[config.mk]
export PLATFORM = sky130hd
export DESIGN_NAME = vga_scanout_timing_flat
export DESIGN_NICKNAME = d
export VERILOG_FILES = /design/src/rtl/vga_scanout_timing_if.sv /design/src/rtl/vga_scanout_timing.sv /design/src/flat_wrapper.sv
export SDC_FILE = /design/constraint.sdc
export NUM_CORES = 1
export LEC_CHECK = 0
export BUFFER_PORTS_ARGS = -buffer_cell sky130_fd_sc_hd__buf_2
export CAP_MARGIN = 20
export CORE_UTILIZATION = 40
export CTS_CLUSTER_DIAMETER = 200
export DETAILED_ROUTE_END_ITERATION = 7
export GPL_TIMING_DRIVEN = 0
export MAX_ROUTING_LAYER = met4
export RECOVER_POWER = 100
export SKIP_CTS_REPAIR_TIMING = 1
export SYNTH_ARGS = -nofsm -noshare
export SYNTH_HDL_FRONTEND = slang
export SYNTH_SLANG_ARGS = --single-unit
[constraint.sdc]
create_clock -name clk -period 4.2 [get_ports clk]
set_input_delay 0.21 -clock clk [delete_from_list [all_inputs] [get_ports clk]]
set_output_delay 0.21 -clock clk [all_outputs]
set_load 0.05 [all_outputs]
[src/rtl/vga_scanout_timing_if.sv]
// Scan-side pixel interface: counters out to the frame-buffer controller, colour back, VGA pins out.
// TEST_PATTERN_EN adds the test_pattern select.
interface vga_scanout_timing_if;
    logic [9:0] counter_H;
    logic [9:0] counter_V;
    logic       colour;
    logic       hsync;
    logic       vsync;
    logic [5:0] rgb;
    logic       vblank;
    logic       frame_start;
`ifdef TEST_PATTERN_EN
    logic       test_pattern;

    modport master (
        output counter_H, counter_V, hsync, vsync, rgb, vblank, frame_start,
        input  colour, test_pattern
    );
    modport slave (
        input  counter_H, counter_V, hsync, vsync, rgb, vblank, frame_start,
        output colour, test_pattern
    );
`else
    modport master (
        output counter_H, counter_V, hsync, vsync, rgb, vblank, frame_start,
        input  colour
    );
    modport slave (
        input  counter_H, counter_V, hsync, vsync, rgb, vblank, frame_start,
        output colour
    );
`endif
endinterface

[src/rtl/vga_scanout_timing.sv]
// VGA scan timing: pixel/line counters, sync and blanking delayed to match the colour return latency.
// Optional macro TEST_PATTERN_EN replaces colour with a 40x40 checkerboard while test_pattern is high.
module vga_scanout_timing #(
    parameter int H_VISIBLE    = 640,
    parameter int H_FRONT      = 16,
    parameter int H_SYNC       = 96,
    parameter int H_BACK       = 48,
    parameter int V_VISIBLE    = 480,
    parameter int V_FRONT      = 10,
    parameter int V_SYNC       = 2,
    parameter int V_BACK       = 33,
    parameter int PIPE_LATENCY = 2
) (
    input  logic                 clk,
    input  logic                 reset,
    vga_scanout_timing_if.master vga
);

    localparam int H_TOTAL_I = H_VISIBLE + H_FRONT + H_SYNC + H_BACK;
    localparam int V_TOTAL_I = V_VISIBLE + V_FRONT + V_SYNC + V_BACK;

    localparam logic [9:0] H_LAST     = 10'(H_TOTAL_I - 1);
    localparam logic [9:0] V_LAST     = 10'(V_TOTAL_I - 1);
    localparam logic [9:0] H_VIS      = 10'(H_VISIBLE);
    localparam logic [9:0] V_VIS      = 10'(V_VISIBLE);
    localparam logic [9:0] HS_START   = 10'(H_VISIBLE + H_FRONT);
    localparam logic [9:0] HS_END     = 10'(H_VISIBLE + H_FRONT + H_SYNC);
    localparam logic [9:0] VS_START   = 10'(V_VISIBLE + V_FRONT);
    localparam logic [9:0] VS_END     = 10'(V_VISIBLE + V_FRONT + V_SYNC);

    if (PIPE_LATENCY < 1 || PIPE_LATENCY > 4) begin : g_bad_latency
        $error("vga_scanout_timing: PIPE_LATENCY must be in 1..4");
    end

    logic [9:0] h_q, h_d;
    logic [9:0] v_q, v_d;
    logic       h_wrap, v_wrap;
    logic       active_raw, hs_n_raw, vs_n_raw;

    logic [PIPE_LATENCY-1:0] act_pipe_q;
    logic [PIPE_LATENCY-1:0] hs_pipe_q;
    logic [PIPE_LATENCY-1:0] vs_pipe_q;

    logic       hsync_q, hsync_d;
    logic       vsync_q, vsync_d;
    logic [5:0] rgb_q, rgb_d;
    logic       frame_start_q, frame_start_d;
    logic       pix;

    always_comb begin
        h_wrap = (h_q == H_LAST);
        v_wrap = (v_q == V_LAST);
        h_d    = h_wrap ? 10'd0 : h_q + 10'd1;
        v_d    = v_q;
        if (h_wrap) begin
            v_d = v_wrap ? 10'd0 : v_q + 10'd1;
        end
        active_raw = (h_q < H_VIS) && (v_q < V_VIS);
        hs_n_raw   = !((h_q >= HS_START) && (h_q < HS_END));
        vs_n_raw   = !((v_q >= VS_START) && (v_q < VS_END));
    end

`ifdef TEST_PATTERN_EN
    // Only the tile parity is needed for the checkerboard, so the tile counters are 1 bit.
    logic [5:0] px_cnt_q, px_cnt_d;
    logic [5:0] ln_cnt_q, ln_cnt_d;
    logic       tile_x_q, tile_x_d;
    logic       tile_y_q, tile_y_d;
    logic [PIPE_LATENCY-1:0] pat_pipe_q;

    always_comb begin
        px_cnt_d = px_cnt_q + 6'd1;
        tile_x_d = tile_x_q;
        ln_cnt_d = ln_cnt_q;
        tile_y_d = tile_y_q;
        if (h_wrap) begin
            px_cnt_d = 6'd0;
            tile_x_d = 1'b0;
            ln_cnt_d = ln_cnt_q + 6'd1;
            if (v_wrap) begin
                ln_cnt_d = 6'd0;
                tile_y_d = 1'b0;
            end else if (ln_cnt_q == 6'd39) begin
                ln_cnt_d = 6'd0;
                tile_y_d = ~tile_y_q;
            end
        end else if (px_cnt_q == 6'd39) begin
            px_cnt_d = 6'd0;
            tile_x_d = ~tile_x_q;
        end
    end

    always_ff @(posedge clk) begin
        if (reset) begin
            px_cnt_q   <= 6'd0;
            ln_cnt_q   <= 6'd0;
            tile_x_q   <= 1'b0;
            tile_y_q   <= 1'b0;
            pat_pipe_q <= '0;
        end else begin
            px_cnt_q      <= px_cnt_d;
            ln_cnt_q      <= ln_cnt_d;
            tile_x_q      <= tile_x_d;
            tile_y_q      <= tile_y_d;
            pat_pipe_q[0] <= tile_x_q ^ tile_y_q;
            for (int i = 1; i < PIPE_LATENCY; i++) begin
                pat_pipe_q[i] <= pat_pipe_q[i-1];
            end
        end
    end

    assign pix = vga.test_pattern ? pat_pipe_q[PIPE_LATENCY-1] : vga.colour;
`else
    assign pix = vga.colour;
`endif

    always_comb begin
        hsync_d       = hs_pipe_q[PIPE_LATENCY-1];
        vsync_d       = vs_pipe_q[PIPE_LATENCY-1];
        rgb_d         = act_pipe_q[PIPE_LATENCY-1] ? {6{pix}} : 6'd0;
        frame_start_d = h_wrap && v_wrap;
    end

    // Pipeline resets to blanked/sync-inactive so a mid-frame reset cannot glitch the pins.
    always_ff @(posedge clk) begin
        if (reset) begin
            act_pipe_q <= '0;
            hs_pipe_q  <= '1;
            vs_pipe_q  <= '1;
        end else begin
            act_pipe_q[0] <= active_raw;
            hs_pipe_q[0]  <= hs_n_raw;
            vs_pipe_q[0]  <= vs_n_raw;
            for (int i = 1; i < PIPE_LATENCY; i++) begin
                act_pipe_q[i] <= act_pipe_q[i-1];
                hs_pipe_q[i]  <= hs_pipe_q[i-1];
                vs_pipe_q[i]  <= vs_pipe_q[i-1];
            end
        end
    end

    always_ff @(posedge clk) begin
        if (reset) begin
            h_q           <= 10'd0;
            v_q           <= 10'd0;
            hsync_q       <= 1'b1;
            vsync_q       <= 1'b1;
            rgb_q         <= 6'd0;
            frame_start_q <= 1'b0;
        end else begin
            h_q           <= h_d;
            v_q           <= v_d;
            hsync_q       <= hsync_d;
            vsync_q       <= vsync_d;
            rgb_q         <= rgb_d;
            frame_start_q <= frame_start_d;
        end
    end

    assign vga.counter_H   = h_q;
    assign vga.counter_V   = v_q;
    assign vga.hsync       = hsync_q;
    assign vga.vsync       = vsync_q;
    assign vga.rgb         = rgb_q;
    assign vga.frame_start = frame_start_q;
    assign vga.vblank      = (v_q >= V_VIS);

endmodule
[src/flat_wrapper.sv]
// flat-port wrapper written by rule: the top's interface ports become plain ports
module vga_scanout_timing_flat 
#(
    parameter int H_VISIBLE    = 640,
    parameter int H_FRONT      = 16,
    parameter int H_SYNC       = 96,
    parameter int H_BACK       = 48,
    parameter int V_VISIBLE    = 480,
    parameter int V_FRONT      = 10,
    parameter int V_SYNC       = 2,
    parameter int V_BACK       = 33,
    parameter int PIPE_LATENCY = 2
)
  (clk, reset, vga_counter_H, vga_counter_V, vga_hsync, vga_vsync, vga_rgb, vga_vblank, vga_frame_start, vga_colour);
  vga_scanout_timing_if vga_i ();
  input  logic clk;
  input  logic reset;
  output wire logic [$bits(vga_i.counter_H)-1:0] vga_counter_H;
  output wire logic [$bits(vga_i.counter_V)-1:0] vga_counter_V;
  output wire logic [$bits(vga_i.hsync)-1:0] vga_hsync;
  output wire logic [$bits(vga_i.vsync)-1:0] vga_vsync;
  output wire logic [$bits(vga_i.rgb)-1:0] vga_rgb;
  output wire logic [$bits(vga_i.vblank)-1:0] vga_vblank;
  output wire logic [$bits(vga_i.frame_start)-1:0] vga_frame_start;
  input wire logic [$bits(vga_i.colour)-1:0] vga_colour;
  assign vga_counter_H = vga_i.counter_H;
  assign vga_counter_V = vga_i.counter_V;
  assign vga_hsync = vga_i.hsync;
  assign vga_vsync = vga_i.vsync;
  assign vga_rgb = vga_i.rgb;
  assign vga_vblank = vga_i.vblank;
  assign vga_frame_start = vga_i.frame_start;
  assign vga_i.colour = vga_colour;
  vga_scanout_timing #(.H_VISIBLE(H_VISIBLE), .H_FRONT(H_FRONT), .H_SYNC(H_SYNC), .H_BACK(H_BACK), .V_VISIBLE(V_VISIBLE), .V_FRONT(V_FRONT), .V_SYNC(V_SYNC), .V_BACK(V_BACK), .PIPE_LATENCY(PIPE_LATENCY)) u_core (.clk(clk), .reset(reset), .vga(vga_i));
endmodule
==> impl_metrics.env, run 1 <==
export IMPL_status="completed"
export IMPL_grt_overflow_total=0
export IMPL_ir_worst_vdd_v=0.000198
export IMPL_place_area_sq_um=1520
export IMPL_finalCriticalPeriod_ns=2.27
export IMPL_grt_max_degree=11
export IMPL_crit_path_top_delay_cell="o21ai_0"
export IMPL_place_gp_congestion=0.819
export IMPL_drive_above_1_share=0.109
export IMPL_dieArea_sq_um=3500
export IMPL_clock_path_buffers=2
export IMPL_tightest_slew_ns=0.818
export IMPL_slew_violations=0
export IMPL_skew_ns=0.00206
export IMPL_synth_top_area_share=0.459
export IMPL_setup_viol=0
export IMPL_yosysSeqAreaShare=0.459
export IMPL_ant_nets=0
export IMPL_timing_final_crit_share=0.540
export IMPL_fin_setup_tns_ns=0
export IMPL_vias=1137
export IMPL_netlist_area_sq_um=1310
export IMPL_wirelength_um=2790
export IMPL_cts_root_buf="clkbuf_4"
export IMPL_port_buffers=32
export IMPL_numCtsBuffers=5
export IMPL_cp_data_arrival_time_ns=2.47
export IMPL_worstPathRequired_ns=4.40
export IMPL_grt_pass1_wl_um=4630
export IMPL_synth_edf_count=0
export IMPL_cp_cell_sequence="ha_1, and4_1, nand3_1, clkbuf_1, o21ai_0, nor2_1"
export IMPL_cts_max_level=2
export IMPL_syn_nets=151
export IMPL_avgRoutedWirePerCell_um=12.3
export IMPL_cap_viol_max_count=0
export IMPL_worstSkewPairLatency_ns=0.33
export IMPL_drt_pre_antenna_iters=4
export IMPL_antenna_found_initial=0
export IMPL_hpwl_um=1940
export IMPL_path_depth=6
export IMPL_fin_cells=228
export IMPL_antenna_cells=0
export IMPL_grt_pass1_vias=953
export IMPL_drc=0
export IMPL_clkTransAtPathRegs_ns=0.09
export IMPL_post_route_util=0.502
export IMPL_ys_ff_latch=30
export IMPL_synth_cell_types=36
export IMPL_grt_usage=0.189
export IMPL_area_growth_pct=18.1
export IMPL_crit_family="compound AO/OA/AOI/OAI gates"
export IMPL_slew_headroom=0.449
export IMPL_cts_tree="built"
export IMPL_vias_per_cell=4.99
export IMPL_synthArstFlopShare=0
export IMPL_powerDensity_nw_per_um2=335
export IMPL_max_freq_mhz=441
export IMPL_die_y_um=59.2
export IMPL_cp_end_kind="flop"
export IMPL_cp_start_kind="flop"
export IMPL_nets=190
export IMPL_fin_area_sq_um=1540
export IMPL_grt_setup_unrepaired="no"
export IMPL_num_io_pins=33
export IMPL_dp_cells=220
export IMPL_worstPathMaxFanout=10
export IMPL_synth_warnings=0
export IMPL_cts_sinks=30
export IMPL_dr_first_iter_drc_count=24
export IMPL_die_x_um=59.2
export IMPL_core_area_sq_um=3080
export IMPL_synth_ff_type="dfxtp_1"
export IMPL_crit_type="flop to flop"
export IMPL_p_leak_nw=0.555
export IMPL_synth_top_area_cell="dfxtp_1"
export IMPL_finalHoldViolCount=0
export IMPL_critPathMaxStageDelay_ns=0.72
export IMPL_hold_depth=2
export IMPL_initial_core_util=0.425
export IMPL_hp_class="input port to flop"
export IMPL_r2r_cells=6
export IMPL_syn_avg_cell_area_sq_um=9.08
export IMPL_total_power_w=0.000517
export IMPL_yosys_top_cells_area="dfxtp_1, xor2_1, nand3_1"
export IMPL_syn_inst=144
export IMPL_rows=20
export IMPL_path_buf_inv=1
## cell families (layout without fill, tap and decap cells)
group                      Yosys count  count (layout)  share of synthesized area
AOI/OAI and AO/OA                   14              14                     0.0651
xor gates and xnor gates            11              11                     0.0737
adders and majority gates            4               4                     0.0383
buffers and inverters               14              54                     0.0603
DFF                                 30              30                      0.459
and+or+nand+nor                     71              71                      0.303
## power by group
part	total, W	leakage, nW	internal [W]	switching [W]
Sequential	0.000297	0.243	0.000290	0.00000727
Clock	0.000180	0.0353	0.0000810	0.0000990
Combinational	0.0000398	0.276	0.00000887	0.0000309
Total	0.000517	0.555	0.000379	0.000137
## cells in the mapped netlist, types with 2 or more instances
library cell,count
nand3_1,11
clkbuf_1,3
and3_1,3
nor2_1,12
xnor2_1,4
or4_1,4
and2_1,2
o31ai_1,2
inv_1,5
or3_1,2
nor3_1,2
dfxtp_1,30
nand2_1,11
nand4_1,6
xor2_1,7
nor2b_1,3
a21oi_1,4
ha_1,4
o21ai_0,4
or2_2,4
and4_1,2
buf_4,5
## metrics by stage
| step | hold slack [ns] | worst slack (ns) |
|---|---|---|
| after floorplan | 0.369 | 2.06 |
| after global placement | 0.393 | 2.22 |
| after CTS | 0.114 | 2.17 |
| after detailed placement | 0.397 | 2.19 |
| after global routing | 0.130 | 1.72 |
| final | 0.121 | 1.93 |
## area by class of cell
class                   instances  area [sq um]
fillers                       324          1530
clock buffers                   7          55.1
clock inverters                 1          5.00
plain buffers                   9          60.1
inverters                       5          18.8
flip-flops and latches         30           601
multi-input cells             100           628
well taps                      44          55.1
repair buffers                 32           121
## cell usage in the layout, fill, tap and decap left out, types with 2 or more instances in the layout
| cell | count |
|---|---|
| or2_2 | 4 |
| o21ai_0 | 5 |
| nor2b_1 | 3 |
| nand3_1 | 11 |
| dfxtp_1 | 30 |
| nand2_1 | 11 |
| nor2_1 | 12 |
| buf_4 | 5 |
| xnor2_1 | 4 |
| inv_1 | 5 |
| and4_1 | 2 |
| a21oi_1 | 4 |
| and3_1 | 3 |
| clkbuf_1 | 35 |
| clkbuf_4 | 5 |
| ha_1 | 4 |
| nand4_1 | 6 |
| or3_1 | 2 |
| nor3_1 | 2 |
| o31ai_1 | 2 |
| or4_1 | 4 |
| xor2_1 | 7 |
## metal layers
layer	GRT usage	wire, um
met2	0.263	1260
met1	0.238	1350
met3	0.0786	145
met4	0.0816	42
met5	-	0
## path summary, 6_finish.rpt
| check | start | end | slack (ns) |
|---|---|---|---|
| max | u_core.vga.counter_H[0]$_SDFF_PP0_ | u_core.vga.counter_V[2]$_SDFFE_PP0P_ | 1.93 |
| max reg2reg | u_core.vga.counter_H[0]$_SDFF_PP0_ | u_core.vga.counter_V[2]$_SDFFE_PP0P_ | 1.93 |
| min | vga_colour | u_core.vga.rgb[0]$_SDFF_PP0_ | 0.12 |
| min reg2reg | u_core.hs_pipe_q[0]$_SDFF_PP1_ | u_core.hs_pipe_q[1]$_SDFF_PP1_ | 0.42 |
## registers in the layout, summed over array words and instances, names as in the netlist
name / count
u_core.vs_pipe_q: 2
u_core.hs_pipe_q: 2
u_core.vga.counter_H: 10
u_core.vga.rgb: 1
u_core.act_pipe_q: 2
u_core.vga.counter_V: 10
u_core.vga.hsync: 1
u_core.vga.frame_start: 1
u_core.vga.vsync: 1
Power figures use the tool's default switching activity.
==> run 2, diff against run 1 <==
--- a/config.mk
+++ b/config.mk
@@ -5,6 +5,7 @@
 export SDC_FILE = /design/constraint.sdc
 export NUM_CORES = 1
 export LEC_CHECK = 0
+export ABC_AREA = 1
 export BUFFER_PORTS_ARGS = -buffer_cell sky130_fd_sc_hd__buf_2
 export CAP_MARGIN = 20
 export CORE_UTILIZATION = 40
==> constraint.sdc (replaced) <==
create_clock -name clk -period 2.3 [get_ports clk]
set_input_delay 0.115 -clock clk [delete_from_list [all_inputs] [get_ports clk]]
set_output_delay 0.115 -clock clk [all_outputs]
set_load 0.05 [all_outputs]
==> run 2 against run 1 <==
Effect of this change: utilization up 0.18 points; clock power up 140%; area after synthesis up 13%; sequential power up 79%; via count up 13%; wire length up 6.7%; cell count up 29%; worst setup slack worse by 1.4 ns; power up 98%; synthesized cell count up 46%; critical endpoint is now u_core.vga.counter_V[0]$_SDFFE_PP0P_.
==> impl_metrics.env, run 2 <==
export IMPL_avgRoutedWirePerCell_um=10.1
export IMPL_synthXorXnorAreaFrac=0.0178
export IMPL_status="completed"
export IMPL_timing_final_crit_share=0.758
export IMPL_port_buffers=31
export IMPL_min_to="u_core.vga.rgb[0]$_SDFF_PP0_"
export IMPL_finalCriticalPeriod_ns=1.74
export IMPL_die_x_um=62.7
export IMPL_cts_tree="built"
export IMPL_cts_max_level=2
export IMPL_slew_violations=0
export IMPL_finalHoldViolCount=0
export IMPL_synth_warnings=0
export IMPL_layout_cells_most_common="nand2_1"
export IMPL_hp_start="vga_colour"
export IMPL_total_power_w=0.00103
export IMPL_synth_top_area_cell="dfxtp_1"
export IMPL_busiest_layer="met2"
export IMPL_grt_pass1_wl_um=5540
export IMPL_vias_per_cell=4.36
export IMPL_worstSkewPairLatency_ns=0.28
export IMPL_numCtsBuffers=5
export IMPL_post_route_util=0.503
export IMPL_ys_ff_latch=30
export IMPL_multi_input_area_sq_um=682
export IMPL_worstPathMaxFanout=10
export IMPL_worstPathRequired_ns=2.48
export IMPL_netlist_area_sq_um=1470
export IMPL_synth_compound_area_frac=0.0238
export IMPL_whs_ns=0.0614
export IMPL_synth_cell_types=27
export IMPL_r2r_end="u_core.vga.counter_V[0]$_SDFFE_PP0P_"
export IMPL_syn_avg_cell_area_sq_um=7.01
export IMPL_grtUsageMet3=0.0566
export IMPL_synthArstFlopShare=0
export IMPL_r2r_cells=8
export IMPL_grt_max_degree=11
export IMPL_num_io_pins=33
export IMPL_p_leak_nw=0.786
export IMPL_vias=1286
export IMPL_dieArea_sq_um=3930
export IMPL_ant_nets=0
export IMPL_cp_data_arrival_time_ns=1.92
export IMPL_max_freq_mhz=573
export IMPL_critPathLaunch="u_core.vga.counter_H[0]$_SDFF_PP0_"
export IMPL_hold_depth=3
export IMPL_cts_root_buf="clkbuf_8"
export IMPL_synthSimpleGateAreaFrac=0.391
export IMPL_cp_end_kind="flop"
export IMPL_synth_edf_count=0
export IMPL_grt_met1_usage=0.241
export IMPL_cap_viol_max_count=0
export IMPL_synth_top_family_by_area="simple AND/OR/NAND/NOR gates"
export IMPL_tightest_slew_ns=0.601
export IMPL_grt_setup_unrepaired="no"
export IMPL_synth_commonest_cells="nand2_1, dfxtp_1, inv_1, nor2_1, nand3_1"
export IMPL_syn_nets=217
export IMPL_antenna_cells=0
export IMPL_yosys_top_cells_area="dfxtp_1, nand2_1, inv_1"
export IMPL_yosysMostFrequentCell="nand2_1"
export IMPL_register_area_sq_um=601
export IMPL_initial_core_util=0.428
export IMPL_grt_pass1_vias=1214
export IMPL_drc=0
export IMPL_syn_inst=210
export IMPL_clock_path_buffers=2
export IMPL_place_gp_congestion=0.805
export IMPL_powerDensity_nw_per_um2=592
export IMPL_die_y_um=62.7
export IMPL_r2r_start="u_core.vga.counter_H[0]$_SDFF_PP0_"
export IMPL_synth_top_area_share=0.408
export IMPL_rows=21
export IMPL_layout_common_cells="nand2_1, clkbuf_1, inv_1, nor2_1, dfxtp_1"
export IMPL_slew_headroom=0.601
export IMPL_grt_overflow_total=0
export IMPL_area_growth_pct=17.7
export IMPL_hp_class="input port to flop"
export IMPL_crit_type="flop to flop"
export IMPL_skew_ns=0.00646
export IMPL_nFillCells=353
export IMPL_grt_met2_usage=0.265
export IMPL_drive_above_1_share=0.112
export IMPL_wirelength_um=2980
export IMPL_muxShareOfSynthArea=0
export IMPL_core_area_sq_um=3440
export IMPL_hpwl_um=2220
export IMPL_antenna_found_initial=0
export IMPL_cts_sinks=30
export IMPL_fin_setup_tns_ns=0
export IMPL_synth_ff_type="dfxtp_1"
export IMPL_yosysSeqAreaShare=0.408
export IMPL_ir_worst_vdd_v=0.000310
export IMPL_dr_first_iter_drc_count=49
export IMPL_clkTransAtPathRegs_ns=0.06
export IMPL_synth_adder_area_share=0.0340
export IMPL_setup_viol=0
export IMPL_grt_usage=0.184
export IMPL_cp_start_kind="flop"
export IMPL_r2r_slack_ns=0.56
export IMPL_drt_pre_antenna_iters=4
export IMPL_nets=255
-- run 2: changes by cell type in the layout (fill, tap and decap cells not counted), sizes merged, moves of 4 or more --
cell | previous run | this run
inv | 5 | 33
xor2 | 7 | 2
nand2 | 11 | 57
nor2 | 12 | 33
or4 | 5 | 0
and3 | 4 | 0
-- run 2: how the worst max path moves through the flow --
stage,cells past startpoint,slack [ns],end
floorplan,8,0.52,u_core.vga.counter_V[9]$_SDFFE_PP0P_
detailed placement,8,0.67,u_core.vga.counter_V[7]$_SDFFE_PP0P_
CTS,8,0.65,u_core.vga.counter_V[7]$_SDFFE_PP0P_
finish,8,0.56,u_core.vga.counter_V[0]$_SDFFE_PP0P_
global placement,8,0.67,u_core.vga.counter_V[3]$_SDFFE_PP0P_
global route,8,0.31,u_core.vga.counter_V[0]$_SDFFE_PP0P_
-- run 2: cell families (layout without fill, tap and decap cells) --
kind of cell    after synthesis  count (layout)
fa+ha+maj                     4               4
flops                        30              30
xor+xnor                      3               3
buf+inv                      42              81
compound gates                7               7
simple gates                124             124
-- run 2: critical path: stages, from the launching register on --
cell and delay (ns):
dfxtp_1 0.38, ha_1 0.23, nand3_1 0.18, clkinv_1 0.10, nand3_1 0.26, nand2_4 0.25
nand2_4 0.12, nand2_1 0.08, inv_1 0.04
-- run 2: final cells by class --
type / instances / share of cell area
plain buffers: 8 / 0.0325
clock buffers: 7 / 0.0498
clock inverters: 1 / 0.00289
inverters: 34 / 0.0736
multi-input cells: 138 / 0.394
flip-flops and latches: 30 / 0.347
well taps: 46 / 0.0332
repair buffers: 31 / 0.0679
-- run 2: stage by stage --
step                std cells  worst slack [ns]  area, sq um
floorplan                 210             0.524         1470
global placement          287             0.667         1690
detailed placement        287             0.669         1690
CTS                       295             0.655         1780
global route              295             0.309         1730
finish                    295             0.556         1730
-- run 2: power breakdown --
part	switching, W	internal, W
Sequential	0.00000597	0.000526
Clock	0.000192	0.000241
Combinational	0.0000460	0.0000144
Total	0.000244	0.000782
-- run 2: metal layers --
| metal | vias up | share of wire | wire length, um |
|---|---|---|---|
| met3 | 5 | 0.053 | 159 |
| met5 | - | 0 | 0 |
| li1 | 720 | - | - |
| met2 | 32 | 0.40 | 1180 |
| met1 | 529 | 0.54 | 1600 |
| met4 | 0 | 0.015 | 44 |
